--- src/rtl/booth_seq_mult.sv ---
// Sequential radix-2 Booth multiplier: one Booth iteration per clock, WIDTH+1 iterations
// on (WIDTH+1)-bit extended operands, so signed and unsigned products are both exact.
module booth_seq_mult #(
    parameter int unsigned WIDTH = 8
) (
    input  logic                 clk,
    input  logic                 rst_n,
    input  logic                 start,
    input  logic                 signed_mode,
    input  logic [WIDTH-1:0]     multiplicand,
    input  logic [WIDTH-1:0]     multiplier,
    output logic                 busy,
    output logic                 done,
    output logic [2*WIDTH-1:0]   product
);

    localparam int unsigned     CW    = $clog2(WIDTH + 2);
    localparam logic [CW-1:0]   ITERS = CW'(WIDTH + 1);

    typedef enum logic [1:0] {
        IDLE,
        CALC,
        DONE
    } state_t;

    state_t               state_q, state_d;
    logic [WIDTH:0]       acc_q, acc_d;
    logic [WIDTH:0]       mq_q, mq_d;
    logic [WIDTH:0]       mcand_q, mcand_d;
    logic                 qm1_q, qm1_d;
    logic [CW-1:0]        cnt_q, cnt_d;
    logic                 busy_q, busy_d;
    logic                 done_q, done_d;
    logic [2*WIDTH-1:0]   product_q, product_d;

    logic [WIDTH:0]       sum;
    logic [2*WIDTH+1:0]   shifted;

    always_comb begin
        unique case ({mq_q[0], qm1_q})
            2'b01:   sum = acc_q + mcand_q;
            2'b10:   sum = acc_q - mcand_q;
            default: sum = acc_q;
        endcase
        // Arithmetic right shift of the {acc, mq} pair; q(-1) picks up the old mq LSB.
        shifted = {sum[WIDTH], sum, mq_q[WIDTH:1]};
    end

    always_comb begin
        state_d   = state_q;
        acc_d     = acc_q;
        mq_d      = mq_q;
        mcand_d   = mcand_q;
        qm1_d     = qm1_q;
        cnt_d     = cnt_q;
        product_d = product_q;

        unique case (state_q)
            IDLE, DONE: begin
                if (start) begin
                    mcand_d = {signed_mode & multiplicand[WIDTH-1], multiplicand};
                    mq_d    = {signed_mode & multiplier[WIDTH-1], multiplier};
                    acc_d   = '0;
                    qm1_d   = 1'b0;
                    cnt_d   = ITERS;
                    state_d = CALC;
                end else begin
                    state_d = IDLE;
                end
            end
            CALC: begin
                acc_d = shifted[2*WIDTH+1:WIDTH+1];
                mq_d  = shifted[WIDTH:0];
                qm1_d = mq_q[0];
                cnt_d = cnt_q - CW'(1);
                if (cnt_q == CW'(1)) begin
                    product_d = shifted[2*WIDTH-1:0];
                    state_d   = DONE;
                end
            end
            default: state_d = IDLE;
        endcase

        busy_d = (state_d == CALC);
        done_d = (state_d == DONE);
    end

    always_ff @(posedge clk or negedge rst_n) begin
        if (!rst_n) begin
            state_q   <= IDLE;
            acc_q     <= '0;
            mq_q      <= '0;
            mcand_q   <= '0;
            qm1_q     <= 1'b0;
            cnt_q     <= '0;
            busy_q    <= 1'b0;
            done_q    <= 1'b0;
            product_q <= '0;
        end else begin
            state_q   <= state_d;
            acc_q     <= acc_d;
            mq_q      <= mq_d;
            mcand_q   <= mcand_d;
            qm1_q     <= qm1_d;
            cnt_q     <= cnt_d;
            busy_q    <= busy_d;
            done_q    <= done_d;
            product_q <= product_d;
        end
    end

    assign busy    = busy_q;
    assign done    = done_q;
    assign product = product_q;

endmodule
--- config.mk ---
export PLATFORM = sky130hd
export DESIGN_NAME = booth_seq_mult
export DESIGN_NICKNAME = d
export VERILOG_FILES = /design/src/rtl/booth_seq_mult.sv
export SDC_FILE = /design/constraint.sdc
export NUM_CORES = 1
export LEC_CHECK = 0
export ABC_CLOCK_PERIOD_IN_PS = 5200
export BUFFER_PORTS_ARGS = -buffer_cell sky130_fd_sc_hd__buf_2
export CAP_MARGIN = 25
export CORE_MARGIN = 4
export CORE_UTILIZATION = 55
export DETAILED_ROUTE_END_ITERATION = 16
export PLACE_DENSITY_LB_ADDON = 0.08
export SYNTH_ARGS = -nofsm -noshare
export SYNTH_HDL_FRONTEND = slang
export SYNTH_SLANG_ARGS = --single-unit
--- constraint.sdc ---
create_clock -name clk -period 5.2 [get_ports clk]
set_input_delay 1.3 -clock clk [delete_from_list [all_inputs] [get_ports clk]]
set_output_delay 1.3 -clock clk [all_outputs]
set_load 0.01 [all_outputs]
=== Word level (Yosys, flattened, before mapping) ===
Cells that the tools add are included.

* Multiplexer cells: 12
* Reduce and logical (&&, ||, !) cells: 6
* Bitwise operators: 2
* Equality and inequality tests: 8
* Add/sub/neg operators: 3

{| class="wikitable"
|+ Operators with widths
! operator !! number
|-
| $pmux W9 S2 || 3
|-
| $mux W9 || 2
|-
| $add A9 B9 Y9 || 1
|-
| $sub A9 B9 Y9 || 1
|-
| $pmux W4 S2 || 1
|-
| $eq A2 B1 Y1 const B || 3
|-
| $eq A2 B2 Y1 const B || 3
|-
| $reduce_and A2 Y1 || 3
|-
| $eq A4 B1 Y1 const B || 1
|-
| $mux W4 || 1
|-
| $pmux W2 S2 || 1
|-
| $sub A4 B1 Y4 const B || 1
|-
| $and A1 B1 Y1 || 2
|-
| $logic_not A2 Y1 || 1
|-
| $mux W1 || 2
|-
| $mux W2 || 1
|-
| $ne A2 B2 Y1 const B || 1
|-
| $pmux W1 S2 || 1
|-
| $reduce_bool A2 Y1 || 1
|-
| $reduce_or A2 Y1 || 1
|}

* Register bits: 52
* Output and inout bits: 18
* Logic and storage cells: 40
* Bits of input ports: 20

=== Depth between registers and ports, before layout ===
Gate-level depths: netlist of the first run.

* Depth after elaboration: 4
* Gate-level depth with buffers: 12

=== Least setup slack after synthesis of the first run ===
Ideal clock, no wire load.

* Kind: register -> register
* Start point: register qm1_q
* End point: register acc_q[7]
* Setup time: 0.136 ns
* Stages on the path, launching flop included: 12
* Setup slack: 2.655 ns
* Period minus slack after synthesis: 2.545 ns
* Data arrival time: 2.410 ns
* Path buffers: 1
* Data required time: 5.064 ns
* Cells stage by stage: dfrtp_1 > inv_1 > ha_1 > clkbuf_1 > mux2_2 > fa_1 > nor2b_4 > o31a_1 > o21ai_2 > xnor2_1 > o311ai_1 > o41ai_1

* Cells in the longest elaborated chain, start to end: 3
* Elaborated cells on any way between the ends: 4

{| class="wikitable"
|+ RTL lines
! element !! RTL line !! text
|-
| from (decl) || 30 || <nowiki>logic qm1_q, qm1_d;</nowiki>
|-
| from (signal assigned) || 104 || <nowiki>qm1_q <= qm1_d;</nowiki>
|-
| $eq A2 B2 Y1 or $eq A2 B1 Y1 (tied branches) || 40 || <nowiki>unique case ({mq_q[0], qm1_q})</nowiki>
|-
| $pmux W9 S2 * || 40 ||
|-
| $pmux W9 S2 * || 58 || <nowiki>unique case (state_q)</nowiki>
|-
| to (signal assigned) || 91 || <nowiki>acc_q <= '0;</nowiki>
|-
| to (signal assigned) || 101 || <nowiki>acc_q <= acc_d;</nowiki>
|-
| to (decl) || 27 || <nowiki>logic [WIDTH:0] acc_q, acc_d;</nowiki>
|}

Every way passes the cells marked *; elsewhere a longest branch is shown, timed or not.
A chain may end at the register's enable or synchronous reset.

=== Final worst setup path of the first run ===
* Start point: register qm1_q
* End point: register product_q[13] (netlist: product[13])

* Cells in the longest elaborated chain, start to end: 2
* Elaborated cells on any way between the ends: 3

{| class="wikitable"
|+ RTL lines
! element !! RTL line !! text
|-
| $eq A2 B2 Y1 or $eq A2 B1 Y1 (tied branches) || 40 ||
|-
| $pmux W9 S2 * || 40 ||
|-
| to (signal assigned) || 108 || <nowiki>product_q <= product_d;</nowiki>
|-
| to (decl) || 34 || <nowiki>logic [2*WIDTH-1:0] product_q, product_d;</nowiki>
|}

Marks and branches as above.

==> results.json, run 1 <==
{
  "route.detailed.drc": 0,
  "first_pass_iters": 4,
  "port_buffers": 37,
  "netlist_top_cells_count": "nand2_1 (76), dfrtp_1 (51), o21ai_0 (21)",
  "nets": 349,
  "yosys_warnings": 0,
  "cp.arrival_ps": 2920,
  "post-place-cells": 361,
  "hold_class": "flop to flop",
  "final_area_um2": 2948,
  "nFillCells": 360,
  "antenna_cells": 0,
  "place_area_um2": 2856,
  "grt_usage_pct": 19.80,
  "insertion_delay_ps": 300,
  "yosysTopAreaCell": "dfrtp_1",
  "synth_edf_count": 0,
  "ctsResizeCount": 0,
  "grt-ovfl-total": 0,
  "drive_gt1_share_pct": 18.99,
  "finalSetupViolations": 0,
  "hpwl_um": 3905,
  "holdBufCountCts": 0,
  "yosys.area.top_type_share_pct": 48.30,
  "tightest_slew_ps": 816.2,
  "wl_per_cell_um": 15.05,
  "synth_fp_nets": 316,
  "initial_utilization_pct": 58.67,
  "synth.yosys.seq_area_share_pct": 48.30,
  "ant_nets": 0,
  "hold_violations": 0,
  "vias_per_cell": 5.611,
  "tns_ps": 0,
  "layout.cells.non_filler": 368,
  "synthesis.instances": 283,
  "dieArea_um2": 5978,
  "drv_slew": 0,
  "drt_iter0_drc": 137,
  "synth.most_common_cell": "nand2_1",
  "max_freq_ghz": 0.3625,
  "fp.dieH_um": 77.32,
  "synth_area_leaders": "dfrtp_1 (48%), nand2_1 (11%), ha_1 (5.7%)",
  "numCtsBuffers": 5,
  "grt_max_degree": 52,
  "critical_path.top_delay_family": "compound AO/OA/AOI/OAI gates",
  "fin_ws_ps": 2441,
  "clock_skew_ps": 7.552,
  "synthFlopType": "dfrtp_1",
  "cp_num_buf_inv": 2,
  "post_cts_buffers": 0,
  "num_rows": 24,
  "rsz0062_at_grt": "false",
  "cp_max_fo": 8,
  "grt_pass1_vias": 2014,
  "slew-limit-headroom_pct": 45.53,
  "syn_area_um2": 2643,
  "antenna_found_initial": 0,
  "required_ps": 5360,
  "fp.dieW_um": 77.32,
  "root_buffer": "clkbuf_8",
  "finalCriticalPeriod_ps": 2759,
  "fp.coreArea_um2": 4504,
  "avgSynthCellArea_um2": 9.338,
  "crit_type": "flop to flop",
  "io_pins": 38,
  "clk_pin_slew_ps": 90,
  "period_share_pct": 53.05,
  "grt_pass1_wl_um": 9501,
  "synth_cell_type_count": 45,
  "clock_path_buffers": 2,
  "maxCapViolCount": 0,
  "cts.sinks": 51,
  "synth_seq_cells": 51,
  "cts_tree": "built",
  "wl_um": 5539,
  "synthToLayoutAreaGrowth_pct": 11.55,
  "r2r_slack_ps": 2440,
  "slowest_delay_ps": 400,
  "synthArstFlopShare_pct": 100.0,
  "start_kind": "flop",
  "status": "finished clean",
  "cts_htree_levels": 2,
  "path_cells": "inv_1 -> ha_1 -> mux2_2 -> inv_1 -> ha_1 -> nor2b_1 -> o21a_1 -> o21a_1 -> mux2i_1 -> a211oi_1 -> o21ai_0",
  "post-place-ws_ps": 2465,
  "crit_slowest_cell": "mux2_2",
  "place.gp.congestion": 0.8697,
  "crit_path_end_kind": "flop",
  "via_count": 2065
}
layer usage:
metal | share of wire [%] | track usage (%) | vias to the layer above
met3 | 4.4 | 4.098 | 12
met2 | 45 | 29.79 | 51
met4 | 2.1 | 7.117 | 0
met5 | 0 | 0 | -
li1 | - | - | 1034
met1 | 49 | 28.40 | 968
state kept, by name, indices dropped and copies added (netlist names):
signal	flops
acc_q	8
busy	1
cnt_q	4
done	1
mcand_q	9
mq_q	9
product	16
qm1_q	1
state_q	2
layout make-up:
| cell class | count | area [um2] | share of cell area, % |
|---|---|---|---|
| multi-input cells | 207 | 1266 | 42.95 |
| clock buffers | 6 | 82.58 | 2.801 |
| clock inverters | 1 | 8.758 | 0.2971 |
| flip-flops and latches | 51 | 1276 | 43.29 |
| inverters | 11 | 41.29 | 1.401 |
| repair buffers | 40 | 207.7 | 7.046 |
| well taps | 52 | 65.06 | 2.207 |
kinds of logic (layout without fill, tap and decap cells):
logic type	after synthesis	count (layout)	synth area share (%)
AOI/OAI and AO/OA	66	66	16.62
xor gates and xnor gates	9	9	3.267
adders and majority gates	13	13	6.439
buffers and inverters	25	58	3.788
DFF	51	51	48.30
muxes	6	6	2.462
and+or+nand+nor	113	113	19.13
through the flow:
step                      util [%]  hold WS [ps]
after detailed placement     63.42         460.2
after global placement       63.42         452.4
after CTS                    65.44         482.7
final                        65.44         477.3
after global routing         65.44         515.1
after floorplan                  -         457.5
tightest hold or removal path, stage by stage, from the launching register on:
cell     delay, ps
dfrtp_1        350
nand2_1         50
nand2_1         50
final timing paths:
kind	cells after the start	endpoint	startpoint
worst min register to register	2	product[6]$_DFFE_PN0P_	product[6]$_DFFE_PN0P_
worst max-delay path	11	product[13]$_DFFE_PN0P_	qm1_q$_DFFE_PN0P_
max in group asynchronous	2	mcand_q[7]$_DFFE_PN0P_	rst_n
worst min-delay path	2	product[6]$_DFFE_PN0P_	product[6]$_DFFE_PN0P_
min in group asynchronous	2	acc_q[5]$_DFFE_PN0P_	rst_n
worst max register to register	11	product[13]$_DFFE_PN0P_	qm1_q$_DFFE_PN0P_
placed cells by master, fill, tap and decap left out, drive strengths merged, types with 4 or more instances in the layout:
master	n
nand2	76
a22o	4
a21oi	11
nor3	7
nor2	12
inv	12
xnor2	8
o21ai	22
mux2	4
buf	40
a22oi	8
ha	12
dfrtp	51
clkbuf	6
nor2b	4
Power of run 1 is not shown: default switching activity piles up to over one toggle a cycle in this logic, so the estimate is an artifact.
==> inputs of run 2 (changes only) <==
--- a/config.mk
+++ b/config.mk
@@ -5,11 +5,11 @@
 export SDC_FILE = /design/constraint.sdc
 export NUM_CORES = 1
 export LEC_CHECK = 0
-export ABC_CLOCK_PERIOD_IN_PS = 5200
+export ABC_CLOCK_PERIOD_IN_PS = 2450
 export BUFFER_PORTS_ARGS = -buffer_cell sky130_fd_sc_hd__buf_2
 export CAP_MARGIN = 25
 export CORE_MARGIN = 4
-export CORE_UTILIZATION = 55
+export CORE_UTILIZATION = 51
 export DETAILED_ROUTE_END_ITERATION = 16
 export PLACE_DENSITY_LB_ADDON = 0.08
 export SYNTH_ARGS = -nofsm -noshare
==> constraint.sdc (replaced) <==
create_clock -name clk -period 2.45 [get_ports clk]
set_input_delay 0.6125 -clock clk [delete_from_list [all_inputs] [get_ports clk]]
set_output_delay 0.6125 -clock clk [all_outputs]
set_load 0.01 [all_outputs]
==> run 2 against run 1 <==
Against the previous run:
- the run now ends with setup timing left
- final area up 20%
- global-route usage up 2.5 points
- utilization up 7.1 points
- register-to-register slack worse by 2600 ps
- via count up 11%
- wire length up 24%
- clock skew down 5.0 ps
- maximum frequency up 7.7%
- first-iteration DRC count down 17%
- final cell count up 14%
- sequential cell count unchanged
==> results.json, run 2 (synthesized netlist as in run 1, its figures left out) <==
{
  "mostFrequentLayoutCell": "nand2_1",
  "largest_reg_flops": 16,
  "required_ps": 2630,
  "via_count": 2288,
  "place.gp.congestion": 0.9115,
  "hold_violations": 0,
  "layout_common_cells": "nand2_1 (75), dfrtp_1 (51), buf_2 (37)",
  "crit_type": "flop to flop",
  "tightest_slew_ps": 732.8,
  "status": "complete, but fails checks",
  "dieArea_um2": 6397,
  "initial_utilization_pct": 54.15,
  "fp.dieH_um": 79.98,
  "num_rows": 25,
  "max_freq_ghz": 0.3904,
  "cts_tree": "built",
  "insertion_delay_ps": 300,
  "drive_gt1_share_pct": 38.70,
  "cp_max_fo": 4,
  "crit_path_end_kind": "flop",
  "cts_htree_levels": 2,
  "start_kind": "flop",
  "cts.sinks": 51,
  "wl_um": 6859,
  "drv_slew": 0,
  "grt_usage_pct": 22.33,
  "cp.arrival_ps": 2740,
  "fp.coreArea_um2": 4880,
  "fin_ws_ps": -111.7,
  "antenna_found_initial": 0,
  "r2r_cells": 11,
  "clock_path_buffers": 2,
  "slew-limit-headroom_pct": 51.09,
  "clock_skew_ps": 2.537,
  "layout.cells.non_filler": 421,
  "route.detailed.drc": 0,
  "clk_pin_slew_ps": 90,
  "period_share_pct": 104.6,
  "first_pass_iters": 4,
  "nFillCells": 382,
  "post-place-cells": 405,
  "grt-ovfl-total": 0,
  "root_buffer": "clkbuf_8",
  "finalSetupViolations": 6,
  "nets": 386,
  "maxCapViolCount": 0,
  "hold_class": "input pin to async pin",
  "grt_max_degree": 24,
  "synthToLayoutAreaGrowth_pct": 34.00,
  "antenna_cells": 0,
  "grt_pass1_vias": 2239,
  "fp.dieW_um": 79.98,
  "rsz0062_at_grt": "true",
  "grt_pass1_wl_um": 10940,
  "drt_iter0_drc": 114,
  "hpwl_um": 4642,
  "wl_per_cell_um": 16.29,
  "finalCriticalPeriod_ps": 2562,
  "violations": "setup timing",
  "port_buffers": 37,
  "holdBufCountCts": 0,
  "io_pins": 38,
  "vias_per_cell": 5.435,
  "r2r_slack_ps": -110,
  "ant_nets": 0,
  "numCtsBuffers": 5
}
-- run 2: timing repair --
item	CTS	global route
pin swaps	9	31
hold endpoints to repair	0	0
gates resized for setup	17	46
gates cloned	0	0
buffers inserted	1	7
setup endpoints to repair	11	11
-- run 2: worst max-delay path: stages, from the launching register on --
cell and delay, ps:
dfrtp_1 420, nor3_4 290, buf_6 150, a31oi_4 80, xnor2_1 140, ha_2 390, nand2_2 70, o21ai_1 170
o21ai_2 100, xnor2_2 170, o311ai_2 320, o41ai_2 130
-- run 2: layer usage --
metal / wire, um / GRT usage, %
met5: 0 / 0
met4: 133 / 8.108
met3: 239 / 3.047
met2: 3390 / 36.34
met1: 3096 / 30.41
-- run 2: path summary, 6_finish.rpt --
check,to,start
max reg2reg,acc_q[7]$_DFFE_PN0P_,mcand_q[2]$_DFFE_PN0P_
min in group clk,product[1]$_DFFE_PN0P_,product[1]$_DFFE_PN0P_
max in group asynchronous,acc_q[3]$_DFFE_PN0P_,rst_n
min reg2reg,product[1]$_DFFE_PN0P_,product[1]$_DFFE_PN0P_
max,acc_q[7]$_DFFE_PN0P_,mcand_q[2]$_DFFE_PN0P_
min,cnt_q[2]$_DFFE_PN0P_,rst_n
-- run 2: metrics by stage --
step	worst slack, ps	TNS [ps]	hold WS, ps	util [%]	cell area (um2)
5_1_grt	-251.4	-1458	227.4	72.56	3541
3_5_place_dp	-212.6	-903.1	456.7	63.38	3093
6_report	-111.7	-294.9	215.2	72.56	3541
3_3_place_gp	-194.7	-571.9	455.1	63.38	3093
4_1_cts	-36.62	-42.45	213.0	67.36	3287
2_1_floorplan	2.069	0	316.9	-	2644
-- run 2: final cells by class --
class	instances	area [um2]	area share, %
tap	67	83.83	2.367
timing repair buffer	77	504.2	14.24
sequential	51	1276	36.04
multi-input combinational	207	1518	42.86
inverter	11	41.29	1.166
clock inverter	2	35.03	0.9894
clock buffer	6	82.58	2.332
Power of run 2 is left out for the same reason.
